--- src/rtl/riscv_pkg.sv ---
// Shared types for the RISC-V trace sink: record layout, flag word and FSM states.
// Build option: RISCV_TRACE_MEM_EN adds mem_addr/mem_data as words W4/W5 of each record.
package riscv_pkg;

  localparam int XLEN  = 32;
  localparam int IDX_W = 3;

`ifdef RISCV_TRACE_MEM_EN
  localparam int TRACE_WORDS = 6;
`else
  localparam int TRACE_WORDS = 4;
`endif

  typedef struct packed {
    logic       mem_wrt;
    logic       mem_read;
    logic       update;
    logic       halt;
    logic [4:0] reg_addr;
  } trace_flags_t;

  typedef struct packed {
    logic [XLEN-1:0] pc;
    logic [XLEN-1:0] instr;
    trace_flags_t    flags;
    logic [XLEN-1:0] reg_data;
`ifdef RISCV_TRACE_MEM_EN
    logic [XLEN-1:0] mem_addr;
    logic [XLEN-1:0] mem_data;
`endif
  } trace_rec_t;

  typedef enum logic [1:0] {
    TR_IDLE = 2'd0,
    TR_SEND = 2'd1,
    TR_HALT = 2'd2
  } trace_state_e;

  // Expand the compact flag struct into the stream word layout:
  // [31]mem_wrt [30]mem_read [29]update [28]halt [4:0]reg_addr, rest zero.
  function automatic logic [XLEN-1:0] flags_word(input trace_flags_t f);
    return {f.mem_wrt, f.mem_read, f.update, f.halt, 23'd0, f.reg_addr};
  endfunction

endpackage

--- src/rtl/riscv_trace_fifo.sv ---
// Record FIFO for the trace sink: synchronous write, registered count,
// pointers wrap by natural rollover (DEPTH is a power of two).
module riscv_trace_fifo
  import riscv_pkg::*;
#(
  parameter int DEPTH = 8
) (
  input  logic                     clk_i,
  input  logic                     rstn_i,
  input  logic                     push_i,
  input  logic                     pop_i,
  input  trace_rec_t               wdata_i,
  output trace_rec_t               rdata_o,
  output logic                     full_o,
  output logic                     empty_o,
  output logic [$clog2(DEPTH):0]   count_o
);

  localparam int AW = $clog2(DEPTH);

  trace_rec_t    mem_q [DEPTH];
  logic [AW-1:0] wr_ptr_q, wr_ptr_d;
  logic [AW-1:0] rd_ptr_q, rd_ptr_d;
  logic [AW:0]   count_q, count_d;
  logic          do_push, do_pop;

  assign full_o  = (count_q == (AW+1)'(DEPTH));
  assign empty_o = (count_q == '0);
  assign count_o = count_q;
  assign rdata_o = mem_q[rd_ptr_q];

  assign do_push = push_i && !full_o;
  assign do_pop  = pop_i && !empty_o;

  // Next pointer/count values from the accepted push/pop pair.
  always_comb begin
    wr_ptr_d = wr_ptr_q;
    rd_ptr_d = rd_ptr_q;
    count_d  = count_q;
    if (do_push) wr_ptr_d = wr_ptr_q + AW'(1);
    if (do_pop)  rd_ptr_d = rd_ptr_q + AW'(1);
    case ({do_push, do_pop})
      2'b10:   count_d = count_q + (AW+1)'(1);
      2'b01:   count_d = count_q - (AW+1)'(1);
      default: count_d = count_q;
    endcase
  end

  // Storage array: written only, never reset (contents are qualified by count).
  always_ff @(posedge clk_i) begin
    if (do_push) mem_q[wr_ptr_q] <= wdata_i;
  end

  // Pointer and occupancy registers.
  always_ff @(posedge clk_i or negedge rstn_i) begin
    if (!rstn_i) begin
      wr_ptr_q <= '0;
      rd_ptr_q <= '0;
      count_q  <= '0;
    end else begin
      wr_ptr_q <= wr_ptr_d;
      rd_ptr_q <= rd_ptr_d;
      count_q  <= count_d;
    end
  end

endmodule

--- src/rtl/riscv_trace_sink.sv ---
// Trace sink for a single-cycle RISC-V core: captures one record per retired
// instruction, serialises it as XLEN-bit words, tracks drops and halt.
// Build option: RISCV_TRACE_MEM_EN (6 words per record instead of 4).
//
// Stream handshake: a word transfers on a rising edge where trace_valid_o and
// trace_ready_i are both 1. Once trace_valid_o is high, trace_data_o and
// trace_last_o stay unchanged until that transfer; valid never depends on ready.
module riscv_trace_sink
  import riscv_pkg::*;
#(
  parameter int DEPTH = 8,
  parameter int CNT_W = 16
) (
  input  logic             clk_i,
  input  logic             rstn_i,
  input  logic             valid_i,
  input  logic             update_i,
  input  logic [XLEN-1:0]  pc_i,
  input  logic [XLEN-1:0]  instr_i,
  input  logic [4:0]       reg_addr_i,
  input  logic [XLEN-1:0]  reg_data_i,
  input  logic [XLEN-1:0]  mem_addr_i,
  input  logic [XLEN-1:0]  mem_data_i,
  input  logic             mem_wrt_i,
  input  logic             mem_read_i,
  output logic             trace_valid_o,
  input  logic             trace_ready_i,
  output logic [XLEN-1:0]  trace_data_o,
  output logic             trace_last_o,
  output logic             overflow_o,
  output logic [CNT_W-1:0] drop_cnt_o,
  output logic             halted_o,
  output logic             done_o,
  output logic [1:0]       dbg_state_o
);

  localparam int CW = $clog2(DEPTH) + 1;
  localparam logic [IDX_W-1:0] LAST_IDX = IDX_W'(TRACE_WORDS - 1);

  trace_state_e     state_q, state_d;
  logic [IDX_W-1:0] idx_q, idx_d;
  logic             halted_q, overflow_q;
  logic [CNT_W-1:0] drop_cnt_q;

  trace_rec_t       rec_in, rec_head;
  logic             fifo_full, fifo_empty;
  logic [CW-1:0]    fifo_count;
  logic             capture, push, drop, pop;
  logic             is_halt;
  logic [XLEN-1:0]  word;

`ifndef RISCV_TRACE_MEM_EN
  logic unused_mem;
  assign unused_mem = ^{mem_addr_i, mem_data_i};
`endif

  // Core is never stalled: a record is either stored or counted as dropped.
  assign is_halt = (instr_i == '0);
  assign capture = valid_i && !halted_q;
  assign push    = capture && !fifo_full;
  assign drop    = capture && fifo_full;

  // Assemble the record for the retiring instruction.
  always_comb begin
    rec_in                = '0;
    rec_in.pc             = pc_i;
    rec_in.instr          = instr_i;
    rec_in.flags.mem_wrt  = mem_wrt_i;
    rec_in.flags.mem_read = mem_read_i;
    rec_in.flags.update   = update_i;
    rec_in.flags.halt     = is_halt;
    rec_in.flags.reg_addr = reg_addr_i;
    rec_in.reg_data       = reg_data_i;
`ifdef RISCV_TRACE_MEM_EN
    if (mem_wrt_i || mem_read_i) begin
      rec_in.mem_addr = mem_addr_i;
      rec_in.mem_data = mem_data_i;
    end
`endif
  end

  riscv_trace_fifo #(
    .DEPTH (DEPTH)
  ) u_fifo (
    .clk_i   (clk_i),
    .rstn_i  (rstn_i),
    .push_i  (push),
    .pop_i   (pop),
    .wdata_i (rec_in),
    .rdata_o (rec_head),
    .full_o  (fifo_full),
    .empty_o (fifo_empty),
    .count_o (fifo_count)
  );

  // Serialiser next state: walk the head record word by word, pop on its last word.
  always_comb begin
    state_d = state_q;
    idx_d   = idx_q;
    pop     = 1'b0;
    case (state_q)
      TR_IDLE: begin
        if (!fifo_empty)   state_d = TR_SEND;
        else if (halted_q) state_d = TR_HALT;
      end
      TR_SEND: begin
        if (trace_ready_i) begin
          if (idx_q == LAST_IDX) begin
            pop   = 1'b1;
            idx_d = '0;
            if ((fifo_count > CW'(1)) || push) state_d = TR_SEND;
            else if (halted_q)                 state_d = TR_HALT;
            else                               state_d = TR_IDLE;
          end else begin
            idx_d = idx_q + IDX_W'(1);
          end
        end
      end
      TR_HALT: state_d = TR_HALT;
      default: state_d = TR_IDLE;
    endcase
  end

  // Select the current word of the head record; zero whenever not sending.
  always_comb begin
    word = '0;
    if (state_q == TR_SEND) begin
      case (idx_q)
        3'd0:    word = rec_head.pc;
        3'd1:    word = rec_head.instr;
        3'd2:    word = flags_word(rec_head.flags);
        3'd3:    word = rec_head.reg_data;
`ifdef RISCV_TRACE_MEM_EN
        3'd4:    word = rec_head.mem_addr;
        3'd5:    word = rec_head.mem_data;
`endif
        default: word = '0;
      endcase
    end
  end

  // FSM state and word index registers.
  always_ff @(posedge clk_i or negedge rstn_i) begin
    if (!rstn_i) begin
      state_q <= TR_IDLE;
      idx_q   <= '0;
    end else begin
      state_q <= state_d;
      idx_q   <= idx_d;
    end
  end

  // Halt, overflow and saturating drop counter.
  always_ff @(posedge clk_i or negedge rstn_i) begin
    if (!rstn_i) begin
      halted_q   <= 1'b0;
      overflow_q <= 1'b0;
      drop_cnt_q <= '0;
    end else begin
      if (capture && is_halt) halted_q <= 1'b1;
      if (drop) begin
        overflow_q <= 1'b1;
        if (drop_cnt_q != '1) drop_cnt_q <= drop_cnt_q + CNT_W'(1);
      end
    end
  end

  assign trace_valid_o = (state_q == TR_SEND);
  assign trace_data_o  = word;
  assign trace_last_o  = (state_q == TR_SEND) && (idx_q == LAST_IDX);
  assign overflow_o    = overflow_q;
  assign drop_cnt_o    = drop_cnt_q;
  assign halted_o      = halted_q;
  assign done_o        = (state_q == TR_HALT);
  assign dbg_state_o   = state_q;

endmodule
--- config.mk ---
export PLATFORM = sky130hd
export DESIGN_NAME = riscv_trace_sink
export DESIGN_NICKNAME = d
export VERILOG_FILES = /design/src/rtl/riscv_pkg.sv /design/src/rtl/riscv_trace_fifo.sv /design/src/rtl/riscv_trace_sink.sv
export SDC_FILE = /design/constraint.sdc
export NUM_CORES = 1
export LEC_CHECK = 0
export ABC_AREA = 1
export CAP_MARGIN = 20
export CORE_MARGIN = 2
export CORE_UTILIZATION = 45
export CTS_BUF_LIST = sky130_fd_sc_hd__clkbuf_16
export CTS_CLUSTER_SIZE = 24
export DETAILED_ROUTE_END_ITERATION = 12
export PLACE_DENSITY = 0.7
export RECOVER_POWER = 25
export SETUP_SLACK_MARGIN = 0.4
export SLEW_MARGIN = 20
export SYNTH_ARGS = -nofsm -noshare
export SYNTH_HDL_FRONTEND = slang
export SYNTH_SLANG_ARGS = --single-unit
--- constraint.sdc ---
create_clock -name clk_i -period 8.6 [get_ports clk_i]
set_input_delay 1.72 -clock clk_i [delete_from_list [all_inputs] [get_ports clk_i]]
set_output_delay 1.72 -clock clk_i [all_outputs]
set_load 0.05 [all_outputs]
After elaboration in Yosys (flattened, before gate mapping) --
Memories as Yosys holds them, arrays and structs flattened. Cells that the tools add are included.
Word-level totals: bits in registers 33, memory bits (writable) 840, input bits 172, output and inout port bits 55, word-level logic and storage cells 63, memories 1
Operators by class: add/subtract/negate cells 6, magnitude comparators 1, eq/ne operators 12, muxes and demuxes 16, reduce and logical (&&, ||, !) cells 19
Memory list:
- u_fifo.mem_q | depth 8, bits a word 105, read ports 1, clocked after memory_dff 0, wr ports 1, RTL line riscv_trace_fifo.sv:21 | trace_rec_t mem_q [DEPTH];
Operator list (count):
- 32-bit one-hot mux with 4 select lines | 1
- 32-bit logical NOT | 1
- 32-bit 2-to-1 mux | 1
- 16-bit by 1-bit adder with 16-bit output (second input constant) | 1
- 16-bit != test (second input constant) | 1
- 2-bit 2-to-1 mux | 6
- 3-bit by 1-bit adder with 3-bit output (second input constant) | 3
- 4-bit one-hot mux with 2 select lines | 1
- 1-bit logical AND | 7
- 3-bit by 2-bit == test with 1-bit output (second input constant) | 2
- 2-bit one-hot mux with 3 select lines | 1
- 1-bit 2-to-1 mux | 5
- 4-bit by 1-bit adder with 4-bit output (second input constant) | 1
- 2-bit by 1-bit == test with 1-bit output (second input constant) | 2
- 2-bit == test (second input constant) | 2
- 4-bit == test (second input constant) | 1
- 4-bit by 1-bit > comparator with 1-bit output (second input constant) | 1
- 4-bit logical NOT | 1
- 2-bit by 1-bit != test with 1-bit output (second input constant) | 2
- 2-bit AND reduction | 2
- 4-bit by 1-bit subtractor with 4-bit output (second input constant) | 1
- 3-bit by 1-bit == test with 1-bit output (second input constant) | 1
- 1-bit logical NOT | 3
- 3-bit logical NOT | 1
- other kinds (6) | 6

Depth between registers and ports, before layout --
Gate-level depths: netlist (run 1).
depth in word-level cells 8, depth in mapped cells 13, mapped depth without buffers 11

Cells and area by module --
A second synthesis (run 1) with hierarchy kept.
Second synthesis, totals: cells, all modules 3296, area, all modules 36431.2 um^2
Modules (own cells, without submodules):
- riscv_trace_fifo | instances 1, cells each 2872, area each 34022.6 um^2, sequential area each 25474.4 um^2
- riscv_trace_sink | instances 1, cells each 424, area each 2408.6 um^2, sequential area each 575.6 um^2

Least setup slack after synthesis (run 1) --
Ideal clock, no wire load.
kind input-to-reg, start point in valid_i, end point mem u_fifo.mem_q[0][0] in the netlist's numbering, enable pin, setup time 570 ps, data arrival time 6641 ps, data required time 8030 ps, path slack 1389 ps, cell stages on the path 5, path buffers 0, cell sequence inv_1 -> nor2_1 -> nand2_1 -> or2_2 -> nor2_1
Between the ends: word-level cells in the longest chain between the ends 5
Ends and longest elaborated chain:
- start, declared | RTL line riscv_trace_sink.sv:16 | input logic valid_i,
- 1-bit logical AND | RTL line riscv_trace_sink.sv:59 | assign capture = valid_i && !halted_q;
- 1-bit logical AND | RTL line riscv_trace_sink.sv:60 | assign push = capture && !fifo_full;
- 1-bit logical AND | RTL line riscv_trace_fifo.sv:32 | assign do_push = push_i && !full_o;
- 1-bit 2-to-1 mux | RTL line riscv_trace_fifo.sv:51 | if (do_push) mem_q[wr_ptr_q] <= wdata_i;
- 1-bit 2-to-1 mux (not written as such) | RTL line riscv_trace_fifo.sv:51
- end, declared | RTL line riscv_trace_fifo.sv:21
No other way between the ends.

Worst setup path in the final report (run 1) --
start point reg u_fifo.rd_ptr_q[0], end point out trace_data_o[7]
Between the ends: word-level cells in the longest chain between the ends 3
Ends and longest elaborated chain:
- start, declared | RTL line riscv_trace_fifo.sv:23 | logic [AW-1:0] rd_ptr_q, rd_ptr_d;
- start signal, assigned | RTL line riscv_trace_fifo.sv:62 | rd_ptr_q <= rd_ptr_d;
- memory read 8 x 105 bit
- 32-bit one-hot mux with 4 select lines | RTL line riscv_trace_sink.sv:128 | case (idx_q)
- 32-bit 2-to-1 mux | RTL line riscv_trace_sink.sv:127 | if (state_q == TR_SEND) begin
- end, declared | RTL line riscv_trace_sink.sv:28 | output logic [XLEN-1:0] trace_data_o,
No other way between the ends.

==> results.md, run 1 <==
* Async SR Flop Fraction at 3.78%
* Compound-cell area share of the yosys netlist at 1.64%
* Post-DRT Antenna Nets at 0
* Initial cell density of the core at 45.2%
* Max Buffers Root-to-Sink at 3
* Placer's final routability congestion estimate at 0.802
* Maximum VDD drop at 0.000142 V
* Resized cells post-CTS at 0
* XOR/XNOR share of the synthesized area at 0.332%
* CP arrival at 5.32 ns
* Reg-to-reg slack, setup at 5.17 ns
* Synth Flop Type: edfxtp_1
* Initial antenna violation count at 21
* I/O pin count at 227
* Status: complete, but fails checks
* PwrDens at 207 nW/um2
* Total GRT Usage at 21.1%
* Cell Area, Synth at 36900 um2
* Max Clk Rate at 142 MHz
* DRC violations left at 0
* Period utilization at 81.9%
* CTS Hold Bufs at 0
* Vias in the first global route at 23000
* Total Nets Final at 3709
* CTS tree: built
* P&R area growth vs syn at 14.4%
* Leakage Power at 16.6 nW
* Worst Path Required at 6.88 ns
* Post-DR wirelength/cell at 19.3 um
* Area of the multi-input gates at 8710 um2
* Seq/Total Area, Yosys at 70.6%
* Hold Path Class: flop to flop
* FF+latch area at 26100 um2
* Worst-path clk slew at 0.06 ns
* Area of the core at 81600 um2
* Simple-Gate Fraction of Synth Area at 21.0%
* First-iteration detailed-routing DRC count at 2532
* Slew Limit Fails at 34
* Clock Sinks at 873
* Post-synthesis net count at 3605
* Row Count at 105
* # H-tree levels at 3
* Post-synth top cells: nand2_1 (1112), edfxtp_1 (840), nand3_1 (490), inv_1 (334), nor2_1 (254)
* Failing checks: max-capacitance violations, max-slew violations
* Reg-to-reg startpoint: u_fifo.count_o[0]$_DFFE_PN0P_
* Postcts setup bufs at 0
* Vias at 24300
* Top cell type's share of synthesized area at 68.3%
* Final Skew at 0.0371 ns
* Layout fillers at 6739
* Routed vias/inst at 5.20
* Largest net degree at the start of global routing at 239
* Cell taking the most area after synthesis: edfxtp_1
* Mean Syn Cell Area at 10.8 um2
* Share of the core filled with cells at 51.7%
* Synth unique cells at 28
* Synth Area in Adders at 0.373%
* CP startpoint: u_fifo.rd_ptr_q[0]$_DFFE_PN0P_
* Crit path kind: flop to output pin
* Worst Setup End Kind: output pin
* Max FO, Critical Path at 212
* Root buffer cell: clkbuf_16
* Post-Route WL at 90200 um
* Setup TNS at 0 ns
* Number of I/O port buffers at 162
* Max_slew headroom at -23.4%
* Max Cap Violations at 1
* Total CTS buffers at 89
* Syn. warnings at 0
* Post-synthesis cell count at 3422
* Worst slew pin tran at 1.85 ns
* Synth area leaders: edfxtp_1 (68%), nand2_1 (11%), nand3_1 (6.6%)
* Top-count cell post-synth: nand2_1
* Skew-Pair Late Insertion Delay at 0.65 ns
* Main combinational cell family by area after synthesis: simple AND/OR/NAND/NOR gates
* Die area at 84300 um2
* Startpoint types: flop
* First-pass GRT wire length at 136000 um
* Yosys reg bits at 873
* Layout cells sized above 1 at 4.78%
* Grt total ovfl at 0
* RSZ-0062 raised after global routing: false
* Endpoints failing setup at 0
* Pre-antenna DRT Iters at 8
* Mux cell area share after synthesis at 0%
* Height of the chip at 290 um
* Final Hold Vio Count at 0
* Post-synth EDFFs at 840
* HP Start: overflow_o$_DFFE_PN0P_
* Min cycle time layout at 7.04 ns
* Final HPWL DP at 46100 um
* Die width at 290 um
==> layout make-up <==
class / instances / area share [%]
Sequential cell: 873 / 61.8
Multi-Input combinational cell: 2033 / 20.6
Clock buffer: 89 / 5.28
Timing Repair Buffer: 191 / 4.53
Tap cell: 1070 / 3.17
Inverter: 338 / 3.05
Clock inverter: 71 / 1.48
Antenna cell: 14 / 0.0830
==> registers in the layout, indices dropped and copies added, names as in the netlist <==
signal           count
dbg_state_o          2
drop_cnt_o          16
halted_o             1
idx_q                3
overflow_o           1
u_fifo.count_o       4
u_fifo.mem_q       840
u_fifo.rd_ptr_q      3
u_fifo.wr_ptr_q      3
==> placed cells by master (no fill, tap or decap), drive strengths merged <==
cell,count
or2,3
clkbuf,90
a21oi,2
inv,360
clkdlybuf4s50,102
dfrtp,33
a31oi,1
clkinv,41
nand3,490
nand2,1112
edfxtp,840
dlygate4sd3,60
nor2,255
buf,28
nor4,4
nand4,6
ha,11
xnor2,3
nor3,12
diode,14
o21ai,118
bufinv,6
nand3b,5
xor2,11
clkinvlp,2
==> cell families (layout without fill, tap and decap cells) <==
group           Yosys count  in the layout
other cells               0             14
buf+inv                 516            689
compound gates          121            121
xor+xnor                 14             14
flops                   873            873
simple gates           1887           1887
fa+ha+maj                11             11
==> where the power goes <==
group          switching (mW)  internal (mW)  leakage, nW
clock network            1.63           2.09         1.47
registers             0.00294           4.66         7.92
logic                   0.272          0.102         7.18
==> critical path, cell delays in order (launching register included) <==
cell and delay (ns):
dfrtp_4 0.82, buf_12 0.62, buf_4 0.96, nor2_1 0.13, nor2_1 0.13, o21ai_0 0.14, nand3_1 0.11, nand3_1 0.10
nand3_1 0.22, nand2_1 0.15, inv_1 0.09, clkdlybuf4s50_1 0.80
==> stage by stage <==
stage	power (mW)	setup WS (ns)	cells	hold WS (ns)	cell area, um2
6_report	8.75	1.56	4679	0.506	42200
5_1_grt	9.00	1.27	4673	0.529	42200
4_1_cts	8.81	1.63	4665	0.501	42200
3_5_place_dp	5.13	2.37	4505	0.488	39300
3_3_place_gp	5.12	2.34	4505	0.497	39300
2_1_floorplan	4.89	1.39	3422	0.475	36900
==> layer usage <==
layer | vias up | GRT usage (%) | routed length [um]
met5 | - | 0 | 66
met4 | 10 | 7.91 | 2250
met3 | 167 | 3.97 | 6820
met2 | 903 | 34.0 | 43100
met1 | 11600 | 28.4 | 37900
li1 | 11600 | - | -
==> final timing paths <==
path | to | depth (start not counted)
setup / recovery | trace_data_o[7] | 11
hold / removal | overflow_o$_DFFE_PN0P_ | 1
setup reg to reg | u_fifo.mem_q[2][5]$_DFFE_PP_ | 7
hold reg to reg | overflow_o$_DFFE_PN0P_ | 1
max in group asynchronous | u_fifo.rd_ptr_q[0]$_DFFE_PN0P_ | 2
min in group asynchronous | drop_cnt_o[5]$_DFFE_PN0P_ | 2
Note: power is estimated with default switching activity, not from simulation.
==> run 2: changes to the inputs <==
--- a/config.mk
+++ b/config.mk
@@ -12,7 +12,7 @@
 export CTS_BUF_LIST = sky130_fd_sc_hd__clkbuf_16
 export CTS_CLUSTER_SIZE = 24
 export DETAILED_ROUTE_END_ITERATION = 12
-export PLACE_DENSITY = 0.7
+export PLACE_DENSITY = 0.73
 export RECOVER_POWER = 25
 export SETUP_SLACK_MARGIN = 0.4
 export SLEW_MARGIN = 20
==> constraint.sdc (replaced) <==
create_clock -name clk_i -period 5.7 [get_ports clk_i]
set_input_delay 1.14 -clock clk_i [delete_from_list [all_inputs] [get_ports clk_i]]
set_output_delay 1.14 -clock clk_i [all_outputs]
set_load 0.05 [all_outputs]
==> results.md, run 2 (same netlist as run 1, synthesis figures left out) <==
* Final Skew at 0.0185 ns
* P&R area growth vs syn at 14.6%
* Max_slew headroom at -20.5%
* Vias in the first global route at 23600
* Post-Route WL at 91500 um
* Total CTS buffers at 88
* Total GRT Usage at 21.4%
* Worst-path clk slew at 0.06 ns
* Total Nets Final at 3727
* Slew Limit Fails at 34
* Die width at 290 um
* Placer's final routability congestion estimate at 0.822
* First-iteration detailed-routing DRC count at 2656
* Min cycle time layout at 5.00 ns
* Initial antenna violation count at 14
* Maximum VDD drop at 0.000220 V
* Max Buffers Root-to-Sink at 3
* Hold WS at 0.503 ns
* Post-DR wirelength/cell at 19.5 um
* Startpoint types: flop
* Endpoints failing setup at 0
* Max reg flops at 840
* Critical path depth at 11
* Row Count at 105
* CTS Hold Bufs at 0
* Layout cells sized above 1 at 5.09%
* Layout fillers at 6725
* Final HPWL DP at 49400 um
* Largest net degree at the start of global routing at 186
* Skew-Pair Late Insertion Delay at 0.64 ns
* Height of the chip at 290 um
* Resized cells post-CTS at 0
* PwrDens at 306 nW/um2
* Register-to-Register Path Depth at 8
* I/O pin count at 227
* Worst slew pin tran at 1.81 ns
* Postcts setup bufs at 0
* Crit path kind: flop to output pin
* Period utilization at 87.8%
* Pre-antenna DRT Iters at 5
* Grt total ovfl at 0
* First-pass GRT wire length at 138000 um
* Post-DRT Antenna Nets at 0
* Clock Sinks at 873
* RSZ-0062 raised after global routing: false
* # H-tree levels at 3
* Leakage Power at 16.6 nW
* CP arrival at 3.86 ns
* Status: complete, but fails checks
* Vias at 24800
* Crit path largest cell delay at 0.83 ns
* Max FO, Critical Path at 136
* Critical Path Most Common Cell: nand2_1
* Number of I/O port buffers at 162
* Most common cell after layout, fill and taps aside: nand2_1
* Max Clk Rate at 200 MHz
* Worst Setup End Kind: output pin
* Setup TNS at 0 ns
* Largest delay share family, worst path: buffers and inverters
* Final Hold Vio Count at 0
* Area of the core at 81600 um2
* Crit path buffers/inverters at 3
* Slowest-stage cell, CP: clkdlybuf4s50_1
* CP Cell Sequence: clkinv_8 -> buf_4 -> nand2_1 -> nand2_1 -> nand2_1 -> nand3_1 -> nand3_1 -> nand2_1 -> nor2_1 -> nor2_1 -> clkdlybuf4s50_1
* Hold Path Class: flop to flop
* CTS tree: built
* Commonest non-fill, non-tap cells in the layout: nand2_1 (1112), edfxtp_1 (840), nand3_1 (490)
* Top reg by flops: u_fifo.mem_q
* Die area at 84300 um2
* Routed vias/inst at 5.27
* Failing checks: max-capacitance violations, max-slew violations
* Hold Path Stages at 1
* Max Cap Violations at 1
* Worst Path Required at 4.56 ns
* DRC violations left at 0
* Root buffer cell: clkbuf_16
* Initial cell density of the core at 45.2%
## run 2: worst register-to-register path, stage by stage (launching register included)
cell and delay [ns]:
dfrtp_1 0.41, inv_1 0.09, ha_1 0.23, nand3_1 0.11, nand2_1 0.15, inv_1 0.15, nand2_1 0.25, nor2_4 0.83
buf_4 0.45
## run 2: per-layer routing
metal	vias to the layer above	wire length, um	track usage [%]
li1	11600	-	-
met1	12000	36800	28.3
met2	994	44700	35.8
met3	169	7240	3.60
met4	8	2700	7.52
met5	-	60	0
## run 2: power breakdown
group / switching [mW] / leakage, nW / total (mW) / internal (mW)
Sequential: 0.00517 / 7.92 / 7.04 / 7.03
Combinational: 0.406 / 7.33 / 0.574 / 0.167
Clock: 2.40 / 1.37 / 5.34 / 2.94
## run 2: per-stage QoR
stage	power (mW)	util [%]	cell area (um2)	cells	setup slack (ns)
2_1_floorplan	7.37	-	36900	3422	-0.931
3_3_place_gp	7.74	48.6	39600	4523	1.40
3_5_place_dp	7.74	48.6	39600	4523	1.37
4_1_cts	13.0	51.8	42300	4682	0.651
5_1_grt	13.3	51.8	42300	4688	0.417
6_report	12.9	51.9	42300	4696	0.698
## run 2: layout make-up
class | instances | area [um2] | share of cell area (%)
sequential | 873 | 26100 | 61.6
multi-input combinational | 2033 | 8710 | 20.6
timing repair buffer | 210 | 2230 | 5.27
clock buffer | 89 | 2230 | 5.26
tap | 1070 | 1340 | 3.16
inverter | 338 | 1290 | 3.05
clock inverter | 70 | 420 | 0.994
antenna | 13 | 32.5 | 0.0769
## run 2: final timing paths
kind	start	to	slack, ns
worst min register to register	overflow_o$_DFFE_PN0P_	overflow_o$_DFFE_PN0P_	0.50
worst max-delay path	u_fifo.rd_ptr_q[0]$_DFFE_PN0P_	trace_data_o[31]	0.70
worst min-delay path	overflow_o$_DFFE_PN0P_	overflow_o$_DFFE_PN0P_	0.50
min in group asynchronous	rstn_i	drop_cnt_o[14]$_DFFE_PN0P_	1.53
worst max register to register	u_fifo.count_o[0]$_DFFE_PN0P_	u_fifo.mem_q[1][89]$_DFFE_PP_	2.69
max in group asynchronous	rstn_i	u_fifo.rd_ptr_q[2]$_DFFE_PN0P_	2.90
